<file path="src/rtl/breakout_pkg.sv">
// breakout_pkg: collision codes, direction bit indices, screen defaults and ball FSM states.
package breakout_pkg;
    localparam logic [1:0] COLL_NONE = 2'b00;
    localparam logic [1:0] COLL_X    = 2'b10;
    localparam logic [1:0] COLL_Y    = 2'b11;
    localparam int DIR_LEFT     = 0;
    localparam int DIR_UP       = 1;
    localparam int SCREEN_W_DEF = 640;
    localparam int SCREEN_H_DEF = 480;
    localparam int BALL_SZ_DEF  = 4;
    localparam int TIMEOUT_DEF  = 63;
    typedef enum logic [2:0] {PARKED, WAIT_TICK, PROBE, WAIT_HIT, COMMIT} state_t;
endpackage

</file>
<file path="src/rtl/edge_limits.sv">
// edge_limits: screen-edge tests on a proposed ball position; clamps, per-axis flips and lost flag.
module edge_limits
    import breakout_pkg::*;
#(
    parameter int SCREEN_W = SCREEN_W_DEF,
    parameter int SCREEN_H = SCREEN_H_DEF,
    parameter int BALL_SZ  = BALL_SZ_DEF
) (
    input  logic [10:0] px,
    input  logic [10:0] py,
    input  logic [1:0]  dir,
    input  logic [6:0]  xstep,
    input  logic [6:0]  ystep,
    output logic [9:0]  cx,
    output logic [9:0]  cy,
    output logic        flip_x,
    output logic        flip_y,
    output logic        lost
);
    logic [10:0] old_x, old_y;
    logic hit_l, hit_r, hit_t;
    // The proposed position may have wrapped below zero; adding the step back recovers the old one.
    always_comb begin
        old_x  = px + {4'd0, xstep};
        old_y  = py + {4'd0, ystep};
        hit_l  = dir[DIR_LEFT] && old_x < {4'd0, xstep};
        hit_r  = !dir[DIR_LEFT] && 32'(px) + BALL_SZ > SCREEN_W;
        hit_t  = dir[DIR_UP] && old_y < {4'd0, ystep};
        lost   = !dir[DIR_UP] && 32'(py) + BALL_SZ > SCREEN_H;
        flip_x = hit_l || hit_r;
        flip_y = hit_t;
        cx     = hit_l ? '0 : hit_r ? 10'(SCREEN_W - BALL_SZ) : px[9:0];
        cy     = hit_t ? '0 : py[9:0];
    end
endmodule

</file>
<file path="src/rtl/ball_motion_ctrl.sv">
// ball_motion_ctrl: per-frame ball stepping; probes the collision checker, applies edges, commits.
module ball_motion_ctrl
    import breakout_pkg::*;
#(
    parameter int SCREEN_W = SCREEN_W_DEF,
    parameter int SCREEN_H = SCREEN_H_DEF,
    parameter int BALL_SZ  = BALL_SZ_DEF,
    parameter int TIMEOUT  = TIMEOUT_DEF
) (
    input  logic       clk,
    input  logic       resetn,
    input  logic       serve,
    input  logic       frame_tick,
    input  logic [6:0] xstep,
    input  logic [6:0] ystep,
    output logic       probe_valid,
    output logic [9:0] probe_x,
    output logic [9:0] probe_y,
    input  logic       hit_valid,
    input  logic [1:0] hit_code,
    output logic [9:0] ball_x,
    output logic [9:0] ball_y,
    output logic [1:0] dir,
    output logic       ball_lost,
    output logic       overrun
);
    localparam int CW = $clog2(TIMEOUT + 1);
    localparam logic [9:0] PARK_X = 10'(SCREEN_W / 2);
    localparam logic [9:0] PARK_Y = 10'(SCREEN_H - 32);
    localparam logic [1:0] PARK_DIR = 2'b10;
    state_t state, state_n;
    logic [10:0] px, py, nx, ny;
    logic [6:0] xs, ys;
    logic [1:0] code, cdir;
    logic [CW-1:0] cnt;
    logic pend, pend_n, busy, timeout, hx, hy, lost;
    logic [9:0] ex, ey, cx, cy;
    logic efx, efy, elost;
    edge_limits #(
        .SCREEN_W(SCREEN_W),
        .SCREEN_H(SCREEN_H),
        .BALL_SZ (BALL_SZ)
    ) u_edge (
        .px    (px),
        .py    (py),
        .dir   (dir),
        .xstep (xs),
        .ystep (ys),
        .cx    (ex),
        .cy    (ey),
        .flip_x(efx),
        .flip_y(efy),
        .lost  (elost)
    );
    assign probe_x = px[9:0];
    assign probe_y = py[9:0];
    assign timeout = cnt == CW'(TIMEOUT);
    always_comb begin
        state_n = state;
        case (state)
            PARKED:    if (serve) state_n = WAIT_TICK;
            WAIT_TICK: if (frame_tick || pend) state_n = PROBE;
            PROBE:     state_n = WAIT_HIT;
            WAIT_HIT:  if (hit_valid || timeout) state_n = COMMIT;
            COMMIT:    state_n = lost ? PARKED : WAIT_TICK;
            default:   state_n = PARKED;
        endcase
    end
    // A brick hit on an axis keeps the old coordinate and overrides any edge clamp on it.
    always_comb begin
        nx     = dir[DIR_LEFT] ? {1'b0, ball_x} - {4'd0, xstep} : {1'b0, ball_x} + {4'd0, xstep};
        ny     = dir[DIR_UP] ? {1'b0, ball_y} - {4'd0, ystep} : {1'b0, ball_y} + {4'd0, ystep};
        hx     = code == COLL_X;
        hy     = code == COLL_Y;
        lost   = elost && !hy;
        cx     = hx ? ball_x : ex;
        cy     = hy ? ball_y : ey;
        cdir   = dir ^ {hy || efy, hx || efx};
        busy   = frame_tick && (state == PROBE || state == WAIT_HIT || state == COMMIT);
        pend_n = state == PARKED ? 1'b0 : state == WAIT_TICK ? pend && frame_tick : pend || busy;
    end
    always_ff @(posedge clk or negedge resetn) begin
        if (!resetn) begin
            state       <= PARKED;
            px          <= '0;
            py          <= '0;
            xs          <= '0;
            ys          <= '0;
            code        <= COLL_NONE;
            cnt         <= '0;
            pend        <= 1'b0;
            probe_valid <= 1'b0;
            ball_x      <= PARK_X;
            ball_y      <= PARK_Y;
            dir         <= PARK_DIR;
            ball_lost   <= 1'b0;
            overrun     <= 1'b0;
        end else begin
            state       <= state_n;
            pend        <= pend_n;
            overrun     <= overrun || (busy && pend);
            probe_valid <= state == PROBE;
            ball_lost   <= state == COMMIT && lost;
            cnt         <= state == WAIT_HIT ? cnt + 1'b1 : '0;
            if (state == PROBE) begin
                px <= nx;
                py <= ny;
                xs <= xstep;
                ys <= ystep;
            end
            if (state == WAIT_HIT) code <= hit_valid ? hit_code : COLL_NONE;
            if (state == COMMIT) begin
                ball_x <= lost ? PARK_X : cx;
                ball_y <= lost ? PARK_Y : cy;
                dir    <= lost ? PARK_DIR : cdir;
            end
        end
    end
endmodule

</file>
<file path="config.mk">
export PLATFORM = sky130hd
export DESIGN_NAME = ball_motion_ctrl
export DESIGN_NICKNAME = d
export VERILOG_FILES = /design/src/rtl/breakout_pkg.sv /design/src/rtl/edge_limits.sv /design/src/rtl/ball_motion_ctrl.sv
export SDC_FILE = /design/constraint.sdc
export NUM_CORES = 1
export LEC_CHECK = 0
export CAP_MARGIN = 5
export CORE_MARGIN = 10
export CORE_UTILIZATION = 45
export CTS_BUF_LIST = sky130_fd_sc_hd__clkbuf_4
export DETAILED_ROUTE_END_ITERATION = 6
export GPL_TIMING_DRIVEN = 0
export PLACE_DENSITY = 0.74
export SLEW_MARGIN = 5
export SYNTH_ARGS = -nofsm -noshare
export SYNTH_HDL_FRONTEND = slang
export SYNTH_SLANG_ARGS = --single-unit
</file>
<file path="constraint.sdc">
create_clock -name clk -period 2.93 [get_ports clk]
set_clock_uncertainty 0.05 [all_clocks]
set_input_delay 0.4395 -clock clk [delete_from_list [all_inputs] [get_ports clk]]
set_output_delay 0.4395 -clock clk [all_outputs]
set_load 0.1 [all_outputs]
</file>
After elaboration in Yosys (flattened, before gate mapping):

Index checks and enable logic that the tools add are counted.

* output and inout port bits: 45
* register bits: 73
* input bits: 21

* bitwise operators: 1
* reduce and logical (&&, ||, !) cells: 25
* add/sub/neg operators: 9
* $lt $le $gt $ge: 4
* equality and inequality tests: 12
* multiplexer cells: 19

Operator list (number)
* $mux 10: 7
* $gt 32x10->1 const B: 1
* $gt 32x9->1 const B: 1
* $add 11x3->12 const B: 2
* $add 10x7->11: 2
* $add 11x7->11: 2
* $lt 11x7->1: 2
* $mux 11: 2
* $sub 10x7->11: 2
* $pmux 3 s5: 1
* $logic_and 1x1->1: 9
* $logic_or 1x1->1: 9
* $mux 3: 3
* $add 6x1->6 const B: 1
* $eq 3x2->1 const B: 2
* $eq 6x6->1 const B: 1
* $mux 6: 1
* $ne 2x2->1 const B: 3
* $eq 2x2->1 const B: 2
* $mux 2: 2
* $ne 2x1->1 const B: 2
* $reduce_and 2->1: 2
* $eq 3x1->1 const B: 1
* $eq 3x3->1 const B: 1
* other kinds (5): 9

Depth between registers and ports, before layout:

* depth in word-level cells: 7
* mapped depth: 14
* gate-level depth less buffers: 14

Modules after synthesis:

A second synthesis with hierarchy kept.

* cell total of the unflattened synthesis: 650
* area total of the unflattened synthesis: 5469.0 um2

By module, submodules not included
* ball_motion_ctrl: area an instance 4212.8 um2, cells each 474, times used 1
* edge_limits: area an instance 1256.2 um2, cells each 176, times used 1

Worst setup path before layout:

OpenSTA, ideal clock, no wires.

* path kind: register to register
* start: register dir[1]
* end: register py[10]
* slack: -328 ps
* setup time: 135 ps
* arrival: 3074 ps
* path buffers: 1
* cell stages (with the launch flop): 11
* cells stage by stage: dfstp_2 -> clkbuf_1 -> mux2i_1 -> fa_1 -> a21o_1 -> a21oi_1 -> o21ai_0 -> o41ai_1 -> o21ai_0 -> xnor2_1 -> o21ai_0

* word-level cells in the longest chain between the ends: 1

Ends and longest elaborated chain
* start, declared: RTL line ball_motion_ctrl.sv:23 `output logic [1:0] dir,`
* start signal, assigned: RTL line ball_motion_ctrl.sv:115 `dir <= lost ? PARK_DIR : cdir;`
* $mux 11: RTL line ball_motion_ctrl.sv:72 `ny = dir[DIR_UP] ? {1'b0, ball_y} - {4'd0, ystep} : {1'b0, ball_y} + {4'd0, ystep};`
* end signal, assigned: RTL line ball_motion_ctrl.sv:107 `py <= ny;`
* end, declared: RTL line ball_motion_ctrl.sv:32 `logic [10:0] px, py, nx, ny;`

No other way between the ends.
A chain may end at the register's enable or synchronous reset.

Worst setup path after layout:

* start: register py[2]
* end: register ball_y[0]

* word-level cells in the longest chain between the ends: 6
* elaborated cells on any way between the ends: 12
* those cells by class: 2 x add/sub; 2 x order compare; 1 x eq/ne; 3 x mux; 4 x reduce/logical

Ends and longest elaborated chain
* $add 11x3->12 / $add 11x7->11 (equally long branches): RTL line edge_limits.sv:29, edge_limits.sv:25
* $gt 32x9->1 / $lt 11x7->1 (equally long branches): RTL line edge_limits.sv:29, edge_limits.sv:28
* $logic_and 1x1->1 (on tied branches): RTL line edge_limits.sv:29, edge_limits.sv:28
* $logic_and 1x1->1 / $mux 10 (equally long branches): RTL line ball_motion_ctrl.sv:75, edge_limits.sv:33
* $ne 2x1->1 (no source line) / $mux 10 (equally long branches)
* $reduce_and 2->1 (no source line) / $mux 10 (equally long branches)
* end signal, assigned: RTL line ball_motion_ctrl.sv:114 `ball_y <= lost ? PARK_Y : cy;`
* end, declared: RTL line ball_motion_ctrl.sv:22 `output logic [9:0] ball_y,`

Parallel ways exist; a longest one is shown, timed or not. The select of a mux whose other input is x is not followed.

==> results.json <==
{
  "num_io_pins": 66,
  "hold_viol_final": 0,
  "final_cell_area_um2": 6450,
  "setup_violations": 20,
  "synth_edf_count": 0,
  "synth_nets": 685,
  "r2r-start": "py[2]",
  "routed_wl_um": 14700,
  "areaGrowthSynthToFinish_pct": 24.1,
  "avgRoutedWirePerCell_um": 17.2,
  "criticalPathCategory": "reg -> reg",
  "fin_nets": 777,
  "grt_max_degree": 47,
  "grt_pass1_vias": 4734,
  "clock_latency_ps": 450,
  "place.gp.congestion": 0.937,
  "chipHeight_um": 128,
  "path_max_fanout": 5,
  "yosysSeqAreaShare_pct": 35.3,
  "grt_usage_pct": 17.8,
  "yosys_warnings": 0,
  "status": "complete, but fails checks",
  "cts_made_buffers": 9,
  "r2r-end": "ball_y[0]",
  "max_slew.worst_pin.slew_ps": 982,
  "grt-ovfl-total": 0,
  "cp-startpoint": "py[2]",
  "drive_gt1_share_pct": 14.2,
  "setup_slack_ps": -140,
  "portBuffers": 65,
  "ant_nets": 0,
  "cts_max_level": 3,
  "min_period_ps": 3070,
  "crit_path_end": "ball_y[0]",
  "worst_hold_slack_ps": 333,
  "worstSetupEndpointType": "flop",
  "cts_root_buf": "clkbuf_4",
  "layout_commonest_cell": "nand2_1",
  "slew_violations": 0,
  "viasPerCell": 5.69,
  "max_cap_viol_count": 0,
  "first_iter_violations": 374,
  "initial_core_util_pct": 45.8,
  "rsz0062_at_grt": "yes",
  "min_path_cells": 3,
  "core_area_um2": 11400,
  "ys_types": 53,
  "hold_path_class": "in -> reg",
  "rr_worst_depth": 11,
  "cts.sinks": 73,
  "synthCells": 613,
  "fin_cells": 853,
  "fin_tns_setup_ps": -1230,
  "syn_area_um2": 5200,
  "violations": "setup timing",
  "die_area_um2": 16300,
  "yosys_most_used_dff": "dfrtp_1",
  "period_share_pct": 105,
  "clk_pin_slew_worst_paths_ps": 110,
  "num_vias": 4850,
  "ff2ff_setup_slack_ps": -140,
  "ys_async_sr_fraction_pct": 100,
  "slew_headroom_pct": 34.3,
  "worstPathRequired_ps": 3180,
  "n_antenna_cell": 0,
  "mostFrequentLayoutCells": "nand2_1, dfrtp_1, clkdlybuf4s50_1",
  "arrival_ps": 3320,
  "start_kind": "flop",
  "fp.dieW_um": 128,
  "fmax_mhz": 326,
  "placed_cells": 822,
  "clockBufferDepth": 2,
  "antenna_found_initial": 0,
  "grt_pass1_wl_um": 23800,
  "syn_area_per_cell_um2": 8.49,
  "drc": 0,
  "dr.pass1.iters": 4,
  "synth-seq-cells": 73,
  "rows": 39,
  "tritoncts": "yes",
  "post-dp-hpwl_um": 10900,
  "placed_area_um2": 6080
}
## per-layer routing
layer	track usage [%]	vias to the layer above	routed length, µm
met1	22.9	2346	6440
met4	7.23	0	271
met2	29.1	151	7140
met3	2.61	18	804
li1	-	2335	-
met5	0	-	0
## how the worst min path moves through the flow
stage,startpoint,endpoint
final,ystep[0],ys[0]
after global routing,xstep[1],xs[1]
after CTS,resetn,probe_valid
after detailed placement,resetn,ys[1]
after global placement,overrun,overrun
after floorplan,resetn,ball_lost
## layout make-up
class                           instances  area [µm²]
Clock inverter                          6        35.0
Timing Repair Buffer                   80         796
Tap cell                              143         179
Fill cell                            1016        4910
Sequential cell                        73        1850
Buffer                                 37         229
Multi-Input combinational cell        468        3160
Inverter                               36         135
Clock buffer                           10        75.1
## worst max-delay path, stage by stage, from the launching register on
cell and delay, ps:
dfrtp_1 480, ha_1 390, a21oi_1 190, a21oi_1 120, or2_1 280, xor2_1 150, ha_1 280, nand2_1 60
a21oi_1 50, or4_4 550, nor2_4 240, o22ai_1 90
## cells by family after synthesis
| kind of cell | synth area share, % |
|---|---|
| compound gates | 20.5 |
| fa+ha+maj | 12.8 |
| simple gates | 18.1 |
| xor+xnor | 5.56 |
| mux | 0.962 |
| buf+inv | 6.73 |
| flops | 35.3 |
## through the flow
step,setup slack (ps),util [%]
2_1_floorplan,2.85,-
3_3_place_gp,-1750,53.2
3_5_place_dp,-520,53.4
4_1_cts,-151,55.6
5_1_grt,-227,56.8
6_report,-140,56.8
## timing repair
item / CTS / global route
resized for setup: 39 / 26
hold buffers: 1 / 0
endpoints found under the hold margin: 26 / 0
setup endpoints to repair: 29 / 29
buffers inserted: 7 / 6
pin swaps: 32 / 19
cloned: 1 / 0
## registers in the layout, indices dropped and copies added, names as in the netlist
signal       cells
state            3
px              11
py              11
cnt              6
dir              2
code             2
overrun          1
ball_lost        1
ball_y          10
ball_x          10
probe_valid      1
ys               7
xs               7
pend             1
## cell usage after synthesis (all sizes together) (3+ instances only)
library cell / count / area, µm²
dfrtp: 67 / 1680
a211oi: 8 / 60.1
nand3: 16 / 80.1
buf: 21 / 154
xnor2: 23 / 201
o21ai: 66 / 330
nor2b: 4 / 25.0
a31oi: 5 / 31.3
dfstp: 6 / 158
and3: 6 / 37.5
inv: 36 / 135
a21oi: 34 / 170
xor2: 10 / 87.6
nor3: 12 / 60.1
nand3b: 4 / 30.0
o41ai: 3 / 26.3
o21a: 13 / 97.6
nor4: 3 / 18.8
o31ai: 5 / 37.5
a31o: 3 / 26.3
a21o: 15 / 113
or4: 3 / 26.3
clkbuf: 16 / 61.3
fa: 4 / 80.1
a2111oi: 4 / 41.3
and2: 3 / 18.8
nor2: 49 / 191
nand2: 86 / 323
nor3b: 6 / 45.0
mux2i: 5 / 50.1
ha: 47 / 588
or2: 3 / 18.8
o211ai: 6 / 45.0
nand2b: 4 / 25.0
Power is not shown: default switching activity piles up to over one toggle a cycle in this logic, so the estimate is an artifact.
==> RTL edit 1: new RTL, config.mk and constraints unchanged <==
Re-encode `state_t` (5 states) as one-hot, 5 bits wide.
--- a/src/rtl/breakout_pkg.sv
+++ b/src/rtl/breakout_pkg.sv
@@ -11,3 +11,3 @@
     localparam int TIMEOUT_DEF  = 63;
-    typedef enum logic [2:0] {PARKED, WAIT_TICK, PROBE, WAIT_HIT, COMMIT} state_t;
+    typedef enum logic [4:0] {PARKED = 5'b00001, WAIT_TICK = 5'b00010, PROBE = 5'b00100, WAIT_HIT = 5'b01000, COMMIT = 5'b10000} state_t;
 endpackage
Behaviour: same outputs for any inputs over 10 cycles, from zero or initial values and one cycle with resetn low; not proved beyond that.
==> RTL edit 1 against the unedited design <==
  * The flow still finishes with violations (setup timing)
  * Area after synthesis increased by 2.0%
  * Design area increased by 5.9%
  * Sequential share of layout area decreased by 0.85 points
  * Sequential cell count increased by 2
  * Routed wire length decreased by 1.2%
  * Setup slack improved by 0.13 ns
==> RTL edit 1: results (changes against the unedited design) <==
{| class="wikitable"
! Metric !! Value
|-
| Result of the run || complete, but fails checks
|-
| Violations in the final reports || setup timing
|-
| Number of fillers in the final layout || 985 (-3.1%)
|-
| Dpl cell area || 6170 um^2 (+1.5%)
|-
| DPL Wire Length || 10800 um (-1.0%)
|-
| Setup repair bufs after CTS || 7 (unchanged)
|-
| Cell family with most CP delay || compound AO/OA/AOI/OAI gates
|-
| Critical Path AT || 3.25 ns (-0.07 ns)
|-
| Largest net degree at the start of global routing || 41 (-13%)
|-
| Number of distinct standard cells referenced by the synthesized netlist || 59 (+11%)
|-
| Net Count, Synth || 674 (-1.6%)
|-
| Number of global-route vias before repair || 4750 (+0.34%)
|-
| Worst slew margin relative to its limit || 33.3% (-1.0 points)
|-
| Met3 WL post-DR || 670 um (-17%)
|-
| Detailed-routing iteration count for the pre-antenna-repair pass || 5 (+1)
|-
| M2 GR Usage || 28.1% (-0.95 points)
|-
| Seq/Total Area, Yosys || 35.5% (+0.27 points)
|-
| Worst r2r src || ys[0]$_DFFE_PN0P_
|-
| Worst setup timing slack at the placement stage || -0.593 ns (-0.0729 ns)
|-
| Standard cell with the maximum stage delay on the critical path || dfrtp_1
|-
| Post-placement cell count || 811 (-1.3%)
|-
| Synth top area cells || dfrtp_1 (32%), ha_1 (11%), nand2_1 (4.5%), o21ai_0 (4.1%), xnor2_1 (4.1%)
|-
| Fin Setup TNS || -0.0214 ns (+1.21 ns)
|-
| Detailed-routing wirelength on met1 || 6420 um (-0.29%)
|-
| Wirelength, routed || 14500 um (-1.2%)
|-
| Hold Path Stages || 3 (unchanged)
|-
| Highest cell delay on the worst timing path || 0.42 ns (-0.13 ns)
|-
| PostCTS Resize Cnt || 46 (+18%)
|-
| Met2 WL || 7210 um (+0.99%)
|-
| Clk slew on worst S/H paths || 0.14 ns (+0.03 ns)
|-
| End of the worst register-to-register path || dir[1]$_DFFE_PN1P_
|-
| Sink of the worst hold path || xs[0]$_DFFE_PN0P_
|-
| Final worst hold slack || 0.371 ns (+0.0383 ns)
|-
| Critical hold path startpoint || xstep[0]
|-
| Met3 Use GR || 3.41% (+0.80 points)
|-
| Critical path fanouts, max || 2 (-3)
|-
| Instance count of the mapped netlist || 602 (-1.8%)
|-
| Average routed wire per standard cell || 17.2 um (+0.12%)
|-
| Setup slack after layout || -0.00978 ns (+0.130 ns)
|-
| Vias per cell || 5.57 (-2.0%)
|-
| Number of DRC markers after the initial detailed-route iteration || 383 (+2.4%)
|-
| Final weighted congestion of routability-driven global placement || 0.907 (-3.2%)
|-
| Global-route met1 utilization || 22.9% (about the same)
|-
| Crit. Startpoint || ys[0]$_DFFE_PN0P_
|-
| Commonest cells post-synth || dfrtp_1 (68), nand2_1 (64), ha_1 (47), nor2_1 (47), inv_1 (45)
|-
| Antenna violations before repair || 1 (+1)
|-
| Worst min path class || in2reg
|-
| Final setup violation count || 4 (-80%)
|}
==> RTL edit 1: layout make-up <==
| type | count | area, um^2 | area share (%) |
|---|---|---|---|
| Multi-Input combinational cell | 448 | 3390 | 49.7 |
| Sequential cell | 75 | 1900 | 27.7 |
| Timing Repair Buffer | 80 | 801 | 11.7 |
| Buffer | 34 | 220 | 3.22 |
| Tap cell | 143 | 179 | 2.62 |
| Inverter | 45 | 169 | 2.47 |
| Clock inverter | 7 | 106 | 1.56 |
| Clock buffer | 9 | 67.6 | 0.988 |
| Antenna cell | 1 | 2.50 | 0.0366 |
==> RTL edit 1: cell families after synthesis <==
kind of cell / after synthesis / synth area share [%]
and+or+nand+nor: 184 / 16.1
AOI/OAI and AO/OA: 164 / 20.3
buffers and inverters: 79 / 7.00
DFF: 75 / 35.5
adders and majority gates: 51 / 12.6
xor gates and xnor gates: 37 / 6.11
muxes: 12 / 2.48
==> RTL edit 2: new RTL, same settings <==
Made on the original files. Change the package constant `TIMEOUT_DEF` from 63 to 126.
--- a/src/rtl/breakout_pkg.sv
+++ b/src/rtl/breakout_pkg.sv
@@ -10,3 +10,3 @@
     localparam int BALL_SZ_DEF  = 4;
-    localparam int TIMEOUT_DEF  = 63;
+    localparam int TIMEOUT_DEF  = 126;
     typedef enum logic [2:0] {PARKED, WAIT_TICK, PROBE, WAIT_HIT, COMMIT} state_t;
Behaviour: no difference found for any inputs over 10 cycles, from zero or initial values and one cycle with resetn low; that may be too few to reach the edited logic, so the function may still have changed.
==> RTL edit 2 against the unedited design <==
  * Routed wire length rose by 5.2%
  * Cell count rose by 1.4%
  * Area after synthesis increased by 4.7%
  * Design area rose by 4.5%
  * Setup slack worse by 0.020 ns
  * Critical endpoint is now dir[0]$_DFFE_PN0N_
  * The flow still finishes with violations (setup timing)
  * Maximum frequency fell by 0.66%
  * Sequential cell count up 1
Power is not shown: default switching activity piles up to over one toggle a cycle in this logic, so the estimate is an artifact.
==> RTL edit 2: results (changes against the unedited design) <==
{| class="wikitable"
! Metric !! Value
|-
| Count of plain and timing-repair buffers in the layout || 118 (+0.85%)
|-
| Standard cell with the maximum stage delay on the critical path || dfrtp_1
|-
| Final worst hold slack || 0.289 ns (-0.0442 ns)
|-
| Net Count, Synth || 697 (+1.8%)
|-
| Count of inverters not on the clock network in the layout || 30 (-17%)
|-
| Fin area || 6740 um^2 (+4.5%)
|-
| Number of global-route vias before repair || 4991 (+5.4%)
|-
| Commonest cells post-synth || nand2_1 (77), dfrtp_1 (68), nor2_1 (53), ha_1 (48), o21ai_0 (41)
|-
| Largest net degree at the start of global routing || 51 (+8.5%)
|-
| Nets || 786 (+1.2%)
|-
| Multi-input gate area in the final layout || 3380 um^2 (+6.9%)
|-
| Critical Path AT || 3.34 ns (+0.02 ns)
|-
| Number of fillers in the final layout || 1057 (+4.0%)
|-
| Buffering overhead || 15.3% (-0.57 points)
|-
| Setup slack after layout || -0.161 ns (-0.0204 ns)
|-
| Met3 WL post-DR || 1040 um (+29%)
|-
| Detailed-routing iteration count for the pre-antenna-repair pass || 5 (+1)
|-
| Sequential share of cell area || 27.7% (-0.87 points)
|-
| Clk slew on worst S/H paths || 0.14 ns (+0.03 ns)
|-
| Fraction of area in clock buffers and inverters || 2.45% (+0.74 points)
|-
| End of the worst register-to-register path || dir[0]$_DFFE_PN0N_
|-
| Cell family with most CP delay || compound AO/OA/AOI/OAI gates
|-
| DPL Wire Length || 11300 um (+3.9%)
|-
| Result of the run || complete, but fails checks
|-
| Number of DRC markers after the initial detailed-route iteration || 476 (+27%)
|-
| Detailed-routing wirelength on met1 || 6870 um (+6.6%)
|-
| Synth top area cells || dfrtp_1 (31%), ha_1 (11%), nand2_1 (5.3%), o21ai_0 (3.8%), nor2_1 (3.7%)
|-
| Sink of the worst hold path || xs[3]$_DFFE_PN0P_
|-
| Met2 WL || 7230 um (+1.2%)
|-
| Average routed wire per standard cell || 17.8 um (+3.8%)
|-
| Highest cell delay on the worst timing path || 0.43 ns (-0.12 ns)
|-
| Seq/Total Area, Yosys || 34.1% (-1.1 points)
|-
| Violations in the final reports || setup timing
|-
| Critical hold path startpoint || xstep[3]
|-
| Instance count of the mapped netlist || 624 (+1.8%)
|-
| Skew-Pair Late Insertion Delay || 0.43 ns (-0.02 ns)
|-
| Final setup violation count || 22 (+10%)
|-
| Number of distinct standard cells referenced by the synthesized netlist || 60 (+13%)
|-
| Worst r2r src || xs[0]$_DFFE_PN0P_
|-
| Fin Setup TNS || -2.36 ns (-1.13 ns)
|-
| Worst setup timing slack at the placement stage || -0.622 ns (-0.102 ns)
|-
| Worst slew margin relative to its limit || 33.0% (-1.3 points)
|-
| Multi-input gates || 480 (+2.6%)
|-
| Antenna violations before repair || 1 (+1)
|}
## RTL edit 2: cell count changes after synthesis, moves of 5 or more
cell	delta
nand2_1	-9
a31o_2	+6
nor3_1	+17
a21oi_1	-6
o21ai_0	-24
and3_1	-5
o31ai_1	+16
nor2_1	+5
inv_1	-6
and2_1	+8
## RTL edit 2: metal layers
metal  vias up  global-route usage [%]
li1       2406                       -
met1      2430                    24.3
met2       164                    29.9
met3        30                    4.02
met4         0                    6.55
met5         -                       0
## RTL edit 2: cell families (layout without fill, tap and decap cells)
logic type / count (synthesis) / after routing / share of synthesized area [%]
compound gates: 176 / 176 / 22.8
xor+xnor: 29 / 29 / 4.66
fa+ha+maj: 52 / 52 / 12.5
buf+inv: 70 / 164 / 6.64
flops: 74 / 74 / 34.1
mux: 3 / 3 / 0.551
simple gates: 220 / 220 / 18.7
## RTL edit 2: tightest hold or removal path: stages
cell,delay [ns]
dlymetal6s2s_1,0.17
nand2_1,0.07
o21ai_0,0.07
## RTL edit 2: how the worst max path moves through the flow
stage,startpoint,to,slack (ns),cells past startpoint
after detailed placement,xstep[2],px[10]$_DFFE_PN0P_,-0.62,11
after global placement,resetn,dir[0]$_DFFE_PN0N_,-1.51,1
after floorplan,dir[0]$_DFFE_PN0N_,px[10]$_DFFE_PN0P_,-0.02,9
after CTS,xs[0]$_DFFE_PN0P_,ball_x[4]$_DFFE_PN0P_,-0.20,12
after global routing,xs[0]$_DFFE_PN0P_,dir[0]$_DFFE_PN0N_,-0.26,12
final,xs[0]$_DFFE_PN0P_,dir[0]$_DFFE_PN0N_,-0.16,12
## RTL edit 2: timing repair
action                                  4_1_cts  5_1_grt
hold buffers                                  1        0
pin swaps                                    28       10
hold endpoints to repair                     22        0
endpoints found under the setup margin       26       26
resized for setup                            23       20
cloned                                        1        0
buffers inserted                              7        4
